--- config.mk ---
export PLATFORM = sky130hd
export DESIGN_NAME = jt12_cendiv_multi
export DESIGN_NICKNAME = d
export VERILOG_FILES = /design/src/rtl/jt12_cendiv_multi.sv
export SDC_FILE = /design/constraint.sdc
export NUM_CORES = 1
export LEC_CHECK = 0
export ABC_CLOCK_PERIOD_IN_PS = 3000
export CAP_MARGIN = 20
export CORE_ASPECT_RATIO = 1.4
export CORE_UTILIZATION = 30
export DETAILED_ROUTE_END_ITERATION = 8
export PLACE_DENSITY = 0.55
export SETUP_SLACK_MARGIN = 0.02
export SLEW_MARGIN = 5
export SYNTH_ARGS = -nofsm -noshare
export SYNTH_HDL_FRONTEND = slang
export SYNTH_SLANG_ARGS = --single-unit
--- constraint.sdc ---
create_clock -name clk -period 3 [get_ports clk]
set_input_delay 0.6 -clock clk [delete_from_list [all_inputs] [get_ports clk]]
set_output_delay 0.6 -clock clk [all_outputs]
set_load 0.005 [all_outputs]
--- src/rtl/jt12_cendiv_multi.sv ---
// jt12_cendiv_multi
// Clock-enable divider with NUM_OUT independent outputs. Each channel divides
// the master cen by (pres+1), where pres is a runtime-programmable field.
// Written fields are held in a shadow register and only take effect at a
// period boundary (counter wrap, or a global sync). That boundary also
// produces a one-cycle div_ack pulse.
//
// Optional build macro: JT12_CENDIV_FAST_EN
//   When defined, every cen_out simply follows cen, one clk later, so that
//   simulations run fast. Counters, shadow fields, pend and div_ack keep
//   their normal behaviour, so the register interface still behaves the same.

module jt12_cendiv_multi #(
  parameter int NUM_OUT = 3,
  parameter int CNT_W   = 4,
  parameter int SEL_W   = 2,
  parameter logic [NUM_OUT*CNT_W-1:0] RST_DIV = {4'd7, 4'd5, 4'd11}
) (
  input  logic               clk,
  input  logic               rst_n,
  input  logic               cen,
  input  logic               sync,
  input  logic               div_wr,
  input  logic [SEL_W-1:0]   div_sel,
  input  logic [CNT_W-1:0]   div_val,
  output logic [NUM_OUT-1:0] cen_out,
  output logic [NUM_OUT-1:0] div_ack
);

  genvar gi;
  generate
    for (gi = 0; gi < NUM_OUT; gi++) begin : g_ch
      logic [CNT_W-1:0] cnt_reg;
      logic [CNT_W-1:0] pres_reg;
      logic [CNT_W-1:0] sh_reg;
      logic             pend_reg;
      logic             out_reg;
      logic             ack_reg;
      logic             wr_hit;
      logic             at_end;
      logic             boundary;
      logic             apply;

      // A select value beyond NUM_OUT matches no channel, so such writes vanish.
      assign wr_hit   = div_wr && (div_sel == SEL_W'(gi));
      assign at_end   = (cnt_reg == pres_reg);
      // Period boundary: natural wrap, or a forced restart by sync.
      assign boundary = cen && (sync || at_end);
      // Apply uses the shadow value from before any same-cycle write.
      assign apply    = boundary && pend_reg;

      // Channel state: counter, active/shadow fields, pending flag and outputs.
      always_ff @(posedge clk) begin
        if (!rst_n) begin
          cnt_reg  <= '0;
          pres_reg <= RST_DIV[gi*CNT_W +: CNT_W];
          sh_reg   <= RST_DIV[gi*CNT_W +: CNT_W];
          pend_reg <= 1'b0;
          out_reg  <= 1'b0;
          ack_reg  <= 1'b0;
        end else begin
          if (cen) begin
            cnt_reg <= boundary ? '0 : cnt_reg + 1'b1;
          end
          if (apply) begin
            pres_reg <= sh_reg;
          end
          if (wr_hit) begin
            sh_reg <= div_val;
          end
          // A write landing on the apply cycle re-arms pend for the next wrap.
          pend_reg <= wr_hit | (pend_reg & ~apply);
          ack_reg  <= apply;
`ifdef JT12_CENDIV_FAST_EN
          out_reg  <= cen;
`else
          // Decided from the pre-update counter, so sync does not mask it.
          out_reg  <= cen & (cnt_reg == '0);
`endif
        end
      end

      assign cen_out[gi] = out_reg;
      assign div_ack[gi] = ack_reg;
    end
  endgenerate

endmodule
## Yosys cells after proc, flatten, opt, wreduce, memory -nomap -nowiden

Cells that the tools add are included.

- Bitwise logic cells: 12
- Add/sub/neg operators: 3
- Eq/ne operators: 5
- Reductions and logical operators: 16
- Muxes and demuxes: 3

Operators by type and width:

| kind | count |
|---|---|
| 4-bit by 1-bit adder with 4-bit output, second input constant | 3 |
| 4-bit equality test | 3 |
| 4-bit logical NOT | 3 |
| 4-bit 2-to-1 mux | 3 |
| 1-bit logical AND | 9 |
| 1-bit AND | 6 |
| 1-bit logical OR | 3 |
| 1-bit inverter | 3 |
| 1-bit bitwise OR | 3 |
| 2-bit by 1-bit equality test with 1-bit output, second input constant | 1 |
| 2-bit equality test, second input constant | 1 |
| 2-bit logical NOT | 1 |

- Output and inout bits: 6
- Input bits: 11
- Logic and storage cells: 57
- Register bits after elaboration: 45

## Longest topological paths before layout

- Depth in word-level cells: 7
- Mapped depth: 5
- Depth with buffers taken out: 4

## Worst setup path before layout

No wires, ideal clock.

- Path kind: input to register
- Start point: input port rst_n
- End point: register g_ch[0].pres_reg[0]
- Arrival: 1.272 ns
- Setup time: 0.143 ns
- Path buffers: 2
- Cell stages on the path: 3
- Path slack: 1.585 ns
- Data required time: 2.857 ns
- Cell sequence: clkbuf_1 > clkbuf_1 > o311ai_1

RTL lines:

| item | line | RTL |
|---|---|---|
| from (decl) | 20 | `input logic rst_n,` |
| to (signal assigned) | 56 | `pres_reg <= RST_DIV[gi*CNT_W +: CNT_W];` |
| to (signal assigned) | 66 | `pres_reg <= sh_reg;` |
| to (decl) | 34 | `logic [CNT_W-1:0] pres_reg;` |

No word-level cell between the ends.

## Worst setup path in the final report

- Start point: register g_ch[0].ack_reg
- End point: output port div_ack[0]

RTL lines:

| item | line | RTL |
|---|---|---|
| from (decl) | 38 | `logic ack_reg;` |
| from (signal assigned) | 73 | `ack_reg <= apply;` |
| to (decl) | 27 | `output logic [NUM_OUT-1:0] div_ack` |

No word-level cell between the ends.

==> flow_summary.toml <==
[logic_synthesis]
yosysSeqAreaShare_pct = 45.69
synth.distinct_cells = 29
synth_seq_cells = 45
syn_nets = 218
avgSynthCellArea_um2 = 9.810
synthCells = 201
yosysWarnings = 0
syn_area_mm2 = 0.001972

[final_layout]
final_cell_mix = "dfxtp_1 (45), nand2_1 (23), mux2i_1 (16), clkdlybuf4s50_1 (16)"
diodes = 0
drive_gt1_share_pct = 7.907
area_delta_synth_final_pct = 15.55
fin_util_pct = 36.19
multiInputGateArea_um2 = 944.7
fin_nets = 232
design_area_mm2 = 0.002278
final_common_cell = "dfxtp_1"
final_cell_count_no_fill = 287
register_area_um2 = 900.9
fillers = 655

[setup_path]
regToRegSetupSlack_ns = 1.64
slowest_delay_ns = 0.49
critical_path.top_delay_family = "buffers and inverters"
cp.arrival_ns = 1.10
crit_cells = 1
crit_path_end_kind = "output pin"
cp_slowest_cell = "clkdlybuf4s50_1"
critPathBufInv = 1
crit_required_ns = 2.40
worst_setup_path_start_kind = "flip-flop"
endpoint = "div_ack[0]"
startpoint = "g_ch[0].ack_reg"
critical_path_class = "reg -> out"
crit_chain = "clkdlybuf4s50_1"
ff2ff_path_depth = 4
r2r-start = "g_ch[2].cnt_reg[0]"
reg2reg_to = "g_ch[2].cnt_reg[1]"
crit_fanout = 1

[clock_tree]
clockRootBuffer = "clkbuf_8"
cts_setup_buffers = 0
hold_buffers = 0
clockBufferDepth = 2
cts_tree = "yes"
cts-resized-gates = 0
cts.sinks = 45
insertion_delay_ns = 0.30
htree_levels = 2
cts.reportedPaths.clkPinSlew_ns = 0.09
numCtsBuffers = 5

[sta]
hold_viol_final = 0
tns_ns = 0
rsz0062_at_grt = "no"
fin_hold_ws_ns = 0.4545
fmax_mhz = 587.9
layout_min_cycle_time_ns = 1.701
fin_crit_sh_pct = 56.70
setup_violations = 0
worst_slack_ns = 1.299
final_max_slew_viol_count = 0
tightestPinTransition_ns = 0.5418
maxSlewHeadroom_pct = 63.72
final.setup_skew_ns = 0.01039

[hold_path]
hp-class = "reg -> reg"

[routing]
drc = 6
wire_per_inst_um = 11.57
vias_per_cell = 4.460
first_pass_iters = 5
vias = 1280
drt-initial-drc-count = 51
final_antenna_net_count = 0
drt_wl_total_um = 3322

[power_and_ir_drop]
peakVddDrop_mv = 0.2018
power_per_cell_area_mw_per_mm2 = 518.2
p_leak_nw = 0.8914
total_power_mw = 1.181

[placement]
dpl-instance-area_mm2 = 0.002175
place_congestion = 0.7019
dp_cells = 280
io_buffers = 16
place_worst_setup_slack_ns = 0.9928
hpwl_um = 2517

[global_routing]
overflow = 0
grt_pass1_vias = 1204
gr-usage-all-layers_pct = 10.78
antenna_found_initial = 0
grt_max_degree = 16
grt_pass1_wl_um = 5706

[die]
core_area_mm2 = 0.006296
die_h_um = 97.93
io_pins = 17
die_w_um = 70.52
start_util_pct = 31.32
die_area_mm2 = 0.006906
row_count = 34

[status]
status = "finished with violations"
violations = "DRC"

[run]
cap_violations = 0
-- cells by family (layout without fill, tap and decap cells) --
logic type	count (synthesis)	count (layout)	share of synthesized area [%]
muxes	16	16	8.122
buffers and inverters	27	41	6.408
AOI/OAI and AO/OA	30	30	12.82
adders and majority gates	6	6	3.807
xor gates and xnor gates	21	21	9.328
and+or+nand+nor	56	56	13.83
DFF	45	45	45.69
-- synthesized netlist by cell type --
library cell | count | share of area, %
a41oi_2 | 1 | 0.83
o311ai_1 | 3 | 1.3
ha_1 | 6 | 3.8
mux2i_1 | 16 | 8.1
nor2_2 | 2 | 0.63
nand2_1 | 23 | 4.4
xor2_1 | 6 | 2.7
o211ai_1 | 3 | 1.1
nor2b_1 | 4 | 1.3
xnor2_1 | 15 | 6.7
inv_1 | 15 | 2.9
o21ai_0 | 9 | 2.3
a21boi_1 | 1 | 0.38
a21boi_0 | 1 | 0.38
o311ai_0 | 5 | 2.2
o21ai_1 | 4 | 1.0
nor3b_2 | 1 | 0.63
buf_2 | 2 | 0.51
nand3b_1 | 2 | 0.76
nor4b_1 | 3 | 1.3
nand4_1 | 3 | 0.95
clkbuf_1 | 4 | 0.76
nor2_1 | 14 | 2.7
and2_1 | 3 | 0.95
nor3_1 | 1 | 0.25
o21ai_2 | 1 | 0.44
buf_4 | 6 | 2.3
dfxtp_1 | 45 | 46
a41oi_4 | 2 | 2.8
-- report_power, final --
part / internal (mW) / total [mW] / switching, mW
clock network: 0.242 / 0.444 / 0.202
registers: 0.616 / 0.630 / 0.0141
logic: 0.0530 / 0.107 / 0.0535
total: 0.911 / 1.18 / 0.269
-- metal layers --
layer / global-route usage, % / up-vias / part of all wire [%]
met1: 12.44 / 556 / 47
met5: 0 / - / 0
met2: 17.48 / 19 / 48
met4: 6.593 / 0 / 2.6
li1: - / 700 / -
met3: 3.096 / 5 / 2.5
-- area by class of cell --
class,instances,area share (%)
well taps,72,3.954
repair buffers,19,8.018
clock inverters,2,1.538
clock buffers,5,3.020
multi-input cells,129,41.46
flip-flops and latches,45,39.54
inverters,15,2.471
-- how the worst min path moves through the flow --
stage	startpoint	end	slack [ns]	cells after the start
floorplan	g_ch[0].sh_reg[2]	g_ch[0].pres_reg[2]	0.44	2
global placement	g_ch[1].sh_reg[3]	g_ch[1].pres_reg[3]	0.45	2
detailed placement	g_ch[1].sh_reg[3]	g_ch[1].pres_reg[3]	0.46	2
CTS	g_ch[1].sh_reg[3]	g_ch[1].pres_reg[3]	0.46	2
global route	g_ch[2].sh_reg[3]	g_ch[2].pres_reg[3]	0.48	2
finish	g_ch[1].sh_reg[3]	g_ch[1].pres_reg[3]	0.45	2
Note: power is estimated with default switching activity, not from simulation.
